===== config.mk =====
export PLATFORM = sky130hd
export DESIGN_NAME = wb_trace_fifo
export DESIGN_NICKNAME = d
export VERILOG_FILES = /design/src/rtl/pipeline_pkg.sv /design/src/rtl/wb_trace_mem.sv /design/src/rtl/wb_trace_fifo.sv
export SDC_FILE = /design/constraint.sdc
export NUM_CORES = 1
export LEC_CHECK = 0
export BUFFER_PORTS_ARGS = -buffer_cell sky130_fd_sc_hd__buf_2
export CAP_MARGIN = 20
export CORE_MARGIN = 2
export CORE_UTILIZATION = 60
export CTS_CLUSTER_DIAMETER = 30
export CTS_CLUSTER_SIZE = 14
export DETAILED_ROUTE_END_ITERATION = 6
export PLACE_DENSITY_LB_ADDON = 0.1
export REMOVE_ABC_BUFFERS = 1
export SYNTH_ARGS = -nofsm -noshare
export SYNTH_HDL_FRONTEND = slang
export SYNTH_SLANG_ARGS = --single-unit

===== constraint.sdc =====
create_clock -name clock -period 11.6 [get_ports clock]
set_clock_uncertainty 0.1 [all_clocks]
set_input_delay 0.58 -clock clock [delete_from_list [all_inputs] [get_ports clock]]
set_output_delay 0.58 -clock clock [all_outputs]
set_load 0.005 [all_outputs]

===== src/rtl/pipeline_pkg.sv =====
// Shared pipeline definitions: register/word widths, the zero register
// number and the writeback trace entry layout.
package pipeline_pkg;

  localparam int REG_ADDR_W = 5;
  localparam int WORD_W     = 32;
  localparam int CYCLE_W    = 32;

  localparam logic [REG_ADDR_W-1:0] REG_ZERO = 5'd0;

  typedef struct packed {
    logic [REG_ADDR_W-1:0] addr;
    logic [WORD_W-1:0]     data;
    logic [WORD_W-1:0]     pc;
    logic [CYCLE_W-1:0]    cycle;
  } wb_trace_entry_t;

  localparam int ENTRY_W = $bits(wb_trace_entry_t);

endpackage


===== src/rtl/wb_trace_mem.sv =====
// Trace entry storage: DEPTH x W register array, one synchronous write port
// and one asynchronous read port. Contents are not reset; the controller
// never presents a slot that has not been written since the last flush.
module wb_trace_mem #(
  parameter int DEPTH = 8,
  parameter int W     = 32,
  parameter int PTR_W = $clog2(DEPTH)
) (
  input  logic             clock,
  input  logic             wr_en,
  input  logic [PTR_W-1:0] wr_ptr,
  input  logic [W-1:0]     wr_data,
  input  logic [PTR_W-1:0] rd_ptr,
  output logic [W-1:0]     rd_data
);

  logic [W-1:0] mem_q [DEPTH];

  // Write the captured entry into the slot at the write pointer.
  always_ff @(posedge clock) begin
    if (wr_en) begin
      mem_q[wr_ptr] <= wr_data;
    end
  end

  assign rd_data = mem_q[rd_ptr];

endmodule


===== src/rtl/wb_trace_fifo.sv =====
// Writeback trace FIFO: captures every committed non-$zero register write
// and hands it out over a valid/ready interface. Overflow drops are flagged
// (sticky) and counted (saturating at 255).
// Optional feature: define WB_TRACE_TIMESTAMP_EN to stamp each entry with a
// free-running 32-bit cycle counter presented on out_cycle.
module wb_trace_fifo
  import pipeline_pkg::*;
#(
  parameter int DEPTH  = 8,
  parameter int ADDR_W = REG_ADDR_W,
  parameter int DATA_W = WORD_W
) (
  input  logic                     clock,
  input  logic                     reset_n,
  input  logic                     clear,
  input  logic                     wb_reg_write,
  input  logic [ADDR_W-1:0]        wb_addr,
  input  logic [DATA_W-1:0]        wb_data,
  input  logic [DATA_W-1:0]        wb_pc,
  output logic                     out_valid,
  input  logic                     out_ready,
  output logic [ADDR_W-1:0]        out_addr,
  output logic [DATA_W-1:0]        out_data,
  output logic [DATA_W-1:0]        out_pc,
  output logic [31:0]              out_cycle,
  output logic [$clog2(DEPTH):0]   count,
  output logic                     overflow,
  output logic [7:0]               drop_count
);

  localparam int PTR_W = $clog2(DEPTH);
  localparam int CNT_W = PTR_W + 1;
`ifdef WB_TRACE_TIMESTAMP_EN
  localparam int MEM_W = ENTRY_W;
`else
  localparam int MEM_W = ENTRY_W - CYCLE_W;
`endif

  logic [PTR_W-1:0] wr_ptr_q, wr_ptr_d;
  logic [PTR_W-1:0] rd_ptr_q, rd_ptr_d;
  logic [CNT_W-1:0] count_q, count_d;
  logic             overflow_q, overflow_d;
  logic [7:0]       drop_count_q, drop_count_d;

  logic             push_req_s, pop_s, full_s, push_ok_s, drop_s;
  logic [MEM_W-1:0] wr_data_s, rd_data_s;
  wb_trace_entry_t  head_s;

  assign push_req_s = wb_reg_write && (wb_addr != REG_ZERO);
  assign full_s     = (count_q == CNT_W'(DEPTH));
  assign pop_s      = (count_q != '0) && out_ready;
  // When full, a push only fits if the head leaves on the same edge.
  assign push_ok_s  = push_req_s && (!full_s || pop_s);
  assign drop_s     = push_req_s && full_s && !pop_s;

`ifdef WB_TRACE_TIMESTAMP_EN
  logic [CYCLE_W-1:0] cycle_q, cycle_d;

  // Free-running timestamp: flushed by clear, wraps naturally at 2^32.
  always_comb begin
    cycle_d = cycle_q + 32'd1;
    if (clear) begin
      cycle_d = 32'd0;
    end else begin
      cycle_d = cycle_q + 32'd1;
    end
  end

  // Timestamp register.
  always_ff @(posedge clock or negedge reset_n) begin
    if (!reset_n) begin
      cycle_q <= 32'd0;
    end else begin
      cycle_q <= cycle_d;
    end
  end

  assign wr_data_s = {wb_addr, wb_data, wb_pc, cycle_q};
  assign head_s    = rd_data_s;
`else
  assign wr_data_s = {wb_addr, wb_data, wb_pc};
  assign head_s    = {rd_data_s, 32'd0};
`endif

  wb_trace_mem #(
    .DEPTH (DEPTH),
    .W     (MEM_W)
  ) u_mem (
    .clock   (clock),
    .wr_en   (push_ok_s && !clear),
    .wr_ptr  (wr_ptr_q),
    .wr_data (wr_data_s),
    .rd_ptr  (rd_ptr_q),
    .rd_data (rd_data_s)
  );

  // Next-state for pointers, occupancy and drop bookkeeping; clear wins.
  always_comb begin
    wr_ptr_d     = wr_ptr_q;
    rd_ptr_d     = rd_ptr_q;
    count_d      = count_q;
    overflow_d   = overflow_q;
    drop_count_d = drop_count_q;
    if (clear) begin
      wr_ptr_d     = '0;
      rd_ptr_d     = '0;
      count_d      = '0;
      overflow_d   = 1'b0;
      drop_count_d = 8'd0;
    end else begin
      if (push_ok_s) begin
        wr_ptr_d = wr_ptr_q + PTR_W'(1);
      end else begin
        wr_ptr_d = wr_ptr_q;
      end
      if (pop_s) begin
        rd_ptr_d = rd_ptr_q + PTR_W'(1);
      end else begin
        rd_ptr_d = rd_ptr_q;
      end
      if (push_ok_s && !pop_s) begin
        count_d = count_q + CNT_W'(1);
      end else if (pop_s && !push_ok_s) begin
        count_d = count_q - CNT_W'(1);
      end else begin
        count_d = count_q;
      end
      if (drop_s) begin
        overflow_d = 1'b1;
        if (drop_count_q != 8'hFF) begin
          drop_count_d = drop_count_q + 8'd1;
        end else begin
          drop_count_d = drop_count_q;
        end
      end else begin
        overflow_d   = overflow_q;
        drop_count_d = drop_count_q;
      end
    end
  end

  // Control state registers.
  always_ff @(posedge clock or negedge reset_n) begin
    if (!reset_n) begin
      wr_ptr_q     <= '0;
      rd_ptr_q     <= '0;
      count_q      <= '0;
      overflow_q   <= 1'b0;
      drop_count_q <= 8'd0;
    end else begin
      wr_ptr_q     <= wr_ptr_d;
      rd_ptr_q     <= rd_ptr_d;
      count_q      <= count_d;
      overflow_q   <= overflow_d;
      drop_count_q <= drop_count_d;
    end
  end

  // Outputs come only from registered state; data fields are forced to 0
  // while empty so reset and flush present a clean zero head.
  assign out_valid  = (count_q != '0);
  assign out_addr   = out_valid ? head_s.addr  : '0;
  assign out_data   = out_valid ? head_s.data  : '0;
  assign out_pc     = out_valid ? head_s.pc    : '0;
  assign out_cycle  = out_valid ? head_s.cycle : 32'd0;
  assign count      = count_q;
  assign overflow   = overflow_q;
  assign drop_count = drop_count_q;

endmodule


# == Word-level counts from Yosys, hierarchy flattened ==
# Memories as Yosys holds them, arrays and structs flattened.
# Cells that the tools add are included.
# word_totals
ff_bits,19
ram_bits,552
out_inout_bits,115
memories,1
# memory_table
memory,depth,word_bits,rd,rd_clocked_by_memory_dff,wr,line,source
u_mem.mem_q,8,69,1,0,1,wb_trace_mem.sv:17,logic [W-1:0] mem_q [DEPTH];
# classes
n_addsub,5
n_eq_ne,2
n_mux,17
n_reduce_logical,21
# ops
op,n
$mux 32,2
$mux 8,3
$mux 3,4
$mux 4,3
$add 8x1->8 const B,1
$logic_and 1x1->1,8
$ne 8x8->1 const B,1
$reduce_bool 2->1,4
$add 3x1->3 const B,2
$mux 5,1
$reduce_bool 5->1,1
$add 4x1->4 const B,1
$eq 4x4->1 const B,1
$logic_not 1->1,4
$mux 1,4
$reduce_bool 4->1,1
$sub 4x1->4 const B,1
$reduce_bool 3->1,1
$reduce_and 2->1,1
$logic_or 1x1->1,1

# == Depth between registers and ports, before layout ==
# depth
depth_word,9
ltp_mapped,10
mapped_depth_nobuf,10

# == Hierarchy ==
# A second synthesis with hierarchy kept.
# hier_totals
cells_unflattened,1051
hier_area_um2,22701.8
# modules_own_cells
mod,n_inst,cells_each,area_each_um2,seq_area_each_um2
wb_trace_mem,1,811,20776.2,16575.9
wb_trace_fifo,1,240,1925.6,475.5

# == Worst setup path after synthesis ==
# No wires, ideal clock.
# synth_path
path_type,in2reg
start,input out_ready
end,memory u_mem.mem_q[0][0] (netlist bit) (enable)
setup_ns,0.581
t_arrival_ns,6.116
required_time_ns,10.919
setup_slack_ns,4.803
stages,4
path_buffers,0
path_cell_list,and2b_4 and2_1 or4_1 nor3_1
# synth_between
elab_chain_cells,6
# synth_lines
element,line,source
from (decl),wb_trace_fifo.sv:21,"input logic out_ready,"
$logic_and 1x1->1,wb_trace_fifo.sv:51,assign pop_s = (count_q != '0) && out_ready;
$logic_or 1x1->1,wb_trace_fifo.sv:53,assign push_ok_s = push_req_s && (!full_s || pop_s);
$logic_and 1x1->1,wb_trace_fifo.sv:53,
$logic_and 1x1->1,wb_trace_fifo.sv:90,".wr_en (push_ok_s && !clear),"
$mux 1,wb_trace_mem.sv:21,if (wr_en) begin
$mux 1 (not written as such),wb_trace_mem.sv:22,mem_q[wr_ptr] <= wr_data;
to (decl),wb_trace_mem.sv:17,
# Every way passes these cells.

# == Worst setup path after layout ==
# layout_path
start,register rd_ptr_q[0]
end,output out_pc[6]
# layout_between
elab_chain_cells,2
# layout_lines
element,line,source
from (decl),wb_trace_fifo.sv:40,"logic [PTR_W-1:0] rd_ptr_q, rd_ptr_d;"
from (signal assigned),wb_trace_fifo.sv:152,rd_ptr_q <= rd_ptr_d;
$mem_v2 8x69,--,
$mux 32,wb_trace_fifo.sv:164,assign out_pc = out_valid ? head_s.pc : '0;
to (decl),wb_trace_fifo.sv:24,"output logic [DATA_W-1:0] out_pc,"
# Every way passes these cells.

==> flow_metrics.py <==
metrics = {
    "worst_setup_path": {
        "cpLargestDelayFamily": "flip-flops",
        "max_stage_delay_ns": 1.01,
        "slowest_stage": "dfrtp_4",
        "critPathLaunch": "rd_ptr_q[0]",
        "worstSetupStartpointType": "flip-flop",
        "crit_type": "reg2out",
        "worst-r2r-cell-count": 5,
        "crit_path_max_fanout": 97,
        "r2r_end": "u_mem.mem_q[2][7]",
        "reg2reg_from": "count[3]",
        "required_ns": 10.92,
        "endpoint": "out_pc[6]",
        "cp_num_buf_inv": 2,
        "rrSetupSlack_ns": 8.00,
        "cp-end-kind": "output port",
        "crit_chain": "buf_12, mux4_2, mux2i_1, nor2_1, buf_2",
        "path_depth": 5,
        "cp_data_arrival_time_ns": 3.51,
    },
    "sta": {
        "worst_slew_pin_slew_ns": 1.081,
        "min_period_over_period_pct": 36.08,
        "relSlewSlack_pct": 27.96,
        "fin_setup_tns_ns": 0,
        "finalCriticalPeriod_ns": 4.186,
        "drv_slew": 0,
        "fmax_mhz": 238.9,
        "final_hold_viol_count": 0,
        "layout_setup_ws_ns": 7.414,
        "rsz0062_at_grt": "false",
        "setup_viol": 0,
    },
    "synthesis": {
        "synth_seq_cells": 571,
        "synth_area_leaders": "edfxtp_1, mux4_2, mux2i_1",
        "ys_types": 53,
        "synth_top_area_share_pct": 74.10,
        "synthArstFlopShare_pct": 3.327,
        "netlist_area_um2": 22370,
        "syn_inst": 1046,
        "ys_seq_area_share_pct": 76.23,
        "ys.flop_type": "edfxtp_1",
        "synth_top_area_cell": "edfxtp_1",
        "yosysWarnings": 0,
        "synth-edff-count": 552,
        "synth.avg_cell_area_um2": 21.39,
    },
    "detailed_routing": {
        "drt_iter0_markers": 819,
        "via_count": 11023,
        "drt-total-wl_mm": 45.42,
        "firstDrtPassIters": 5,
        "drc": 0,
        "antenna_left": 0,
        "routed_via_density": 6.001,
        "wl_per_cell_um": 24.73,
    },
    "global_routing": {
        "grt_max_degree": 98,
        "grt_pass1_wl_mm": 69.03,
        "grt_pass1_vias": 11671,
        "antenna_found_initial": 4,
        "grt.total_usage_pct": 24.13,
        "grt_overflow": 0,
    },
    "floorplan": {
        "start_util_pct": 60.95,
        "die_h_um": 197.1,
        "num_rows": 70,
        "die_area_um2": 38840,
        "core_region_area_um2": 36700,
        "dieWidth_um": 197.1,
        "boundaryPins": 189,
    },
    "finish": {
        "layout.nets": 1357,
        "fill_cells": 2101,
        "final_cells": 1837,
        "final_util_pct": 74.48,
        "seq_area_um2": 17060,
        "multi_input_area_um2": 5012,
        "area_growth_pct": 22.19,
        "drive_above_1_share_pct": 37.82,
    },
    "place": {
        "portBuffers": 156,
        "gp_congestion": 0.7678,
        "hpwl_mm": 22.08,
        "place_ws_ns": 7.683,
        "dp.cells": 1637,
    },
    "pwr": {
        "ir_drop_v": 0.0002453,
        "powerDensity_nw_per_um2": 243.4,
        "p_leak_nw": 9.182,
        "total_power_mw": 6.652,
    },
    "clock_network": {
        "cts_made_buffers": 105,
        "tritoncts": "done",
        "h-tree-depth": 3,
        "clock-root-buffer": "clkbuf_16",
        "cts_resized": 0,
        "clock-sinks": 571,
        "insertion_delay_ns": 0.60,
        "path_clk_slew_ns": 0.05,
        "cts_buffer_depth": 3,
    },
    "worst_hold_path": {
        "hold_start": "wb_pc[8]",
        "hold_class": "in2reg",
    },
    "run_status": {
        "status": "finished, final reports clean",
    },
    "job": {
        "max_cap_violations": 0,
    },
}
-- report_power, final --
group | switching, mW | total, mW | internal, mW
combinational | 0.559 | 1.13 | 0.566
sequential | 0.0786 | 2.39 | 2.32
clock | 1.03 | 3.13 | 2.10
total | 1.67 | 6.65 | 4.99
-- worst min-delay path by stage --
stage / slack, ns / end / cells past startpoint
after floorplan: 0.18 / count[0] / 0
after global placement: 0.41 / overflow / 2
after detailed placement: 0.41 / overflow / 2
after CTS: 0.10 / u_mem.mem_q[2][30] / 1
after global routing: 0.14 / u_mem.mem_q[5][6] / 1
final: 0.14 / u_mem.mem_q[0][8] / 1
-- registers in the layout, summed over array words and instances (netlist names) --
name / count
u_mem.mem_q: 552
count: 4
wr_ptr_q: 3
drop_count: 8
rd_ptr_q: 3
overflow: 1
-- cell type report --
cell class / instances / area share, %
Clock buffer: 115 / 10.14
Timing Repair Buffer: 174 / 3.406
Sequential cell: 571 / 62.43
Clock inverter: 82 / 3.438
Antenna cell: 2 / 0.01831
Tap cell: 468 / 2.142
Multi-Input combinational cell: 418 / 18.34
Inverter: 7 / 0.09613
-- cells in the final DEF, fill, tap and decap left out, types with 7 or more instances in the layout --
cell	synthesis	final
a21oi_1	9	9
buf_2	15	156
dfrtp_1	19	16
clkinv_1	0	11
nor2_1	86	80
conb_1	1	32
buf_4	34	16
inv_6	0	11
nand2_1	12	12
mux2i_1	72	72
bufinv_16	0	17
clkbuf_16	0	109
nor2_4	1	7
clkinv_4	0	11
clkinvlp_4	0	14
mux4_2	138	138
clkinv_2	0	18
edfxtp_1	552	552
-- logic make-up after synthesis --
| logic type | after synthesis | share of synthesized area (%) |
|---|---|---|
| flops | 571 | 76.23 |
| xor+xnor | 3 | 0.1175 |
| mux | 215 | 17.43 |
| other cells | 1 | 0.01676 |
| buf+inv | 88 | 2.131 |
| simple gates | 134 | 2.741 |
| compound gates | 28 | 0.9620 |
| fa+ha+maj | 6 | 0.3692 |
-- per-layer routing --
metal | global-route usage (%) | vias to the layer above | part of all wire [%]
met2 | 39.58 | 409 | 51
met1 | 33.40 | 5815 | 41
met3 | 4.764 | 54 | 6.6
met5 | 0 | - | 0.081
li1 | - | 4739 | -
met4 | 7.742 | 6 | 1.3
-- worst register-to-register path: stages (launching register included) --
cell and delay, ns:
dfrtp_1 0.47, and2b_4 0.23, and2_1 0.19, or4_1 0.59, nor2_4 0.81, buf_4 0.76
-- through the flow --
stage / hold WS (ns) / cell area (um2)
2_1_floorplan: 0.1844 / 22030
3_3_place_gp: 0.4067 / 23610
3_5_place_dp: 0.4135 / 23610
4_1_cts: 0.1012 / 27330
5_1_grt: 0.1370 / 27330
6_report: 0.1364 / 27330
-- Yosys cell counts, drive strengths merged (2+ instances only) --
| cell | count |
|---|---|
| nand2 | 12 |
| nor2b | 2 |
| nand3 | 6 |
| or4 | 5 |
| a21oi | 9 |
| mux2i | 73 |
| and2 | 3 |
| buf | 60 |
| mux2 | 4 |
| ha | 5 |
| a31oi | 2 |
| nand4 | 2 |
| xnor2 | 2 |
| edfxtp | 552 |
| o2111ai | 3 |
| inv | 7 |
| nor3 | 7 |
| clkbuf | 21 |
| o31ai | 2 |
| dfrtp | 19 |
| or3 | 3 |
| nor2 | 87 |
| o21ai | 4 |
| o21a | 3 |
| nand2b | 2 |
| mux4 | 138 |
-- repair_timing --
item                                   CTS  global route
endpoints found under the hold margin   19             0
setup buffers                            0             0
hold buffers                             1             0
Note: power is estimated with default switching activity, not from simulation.
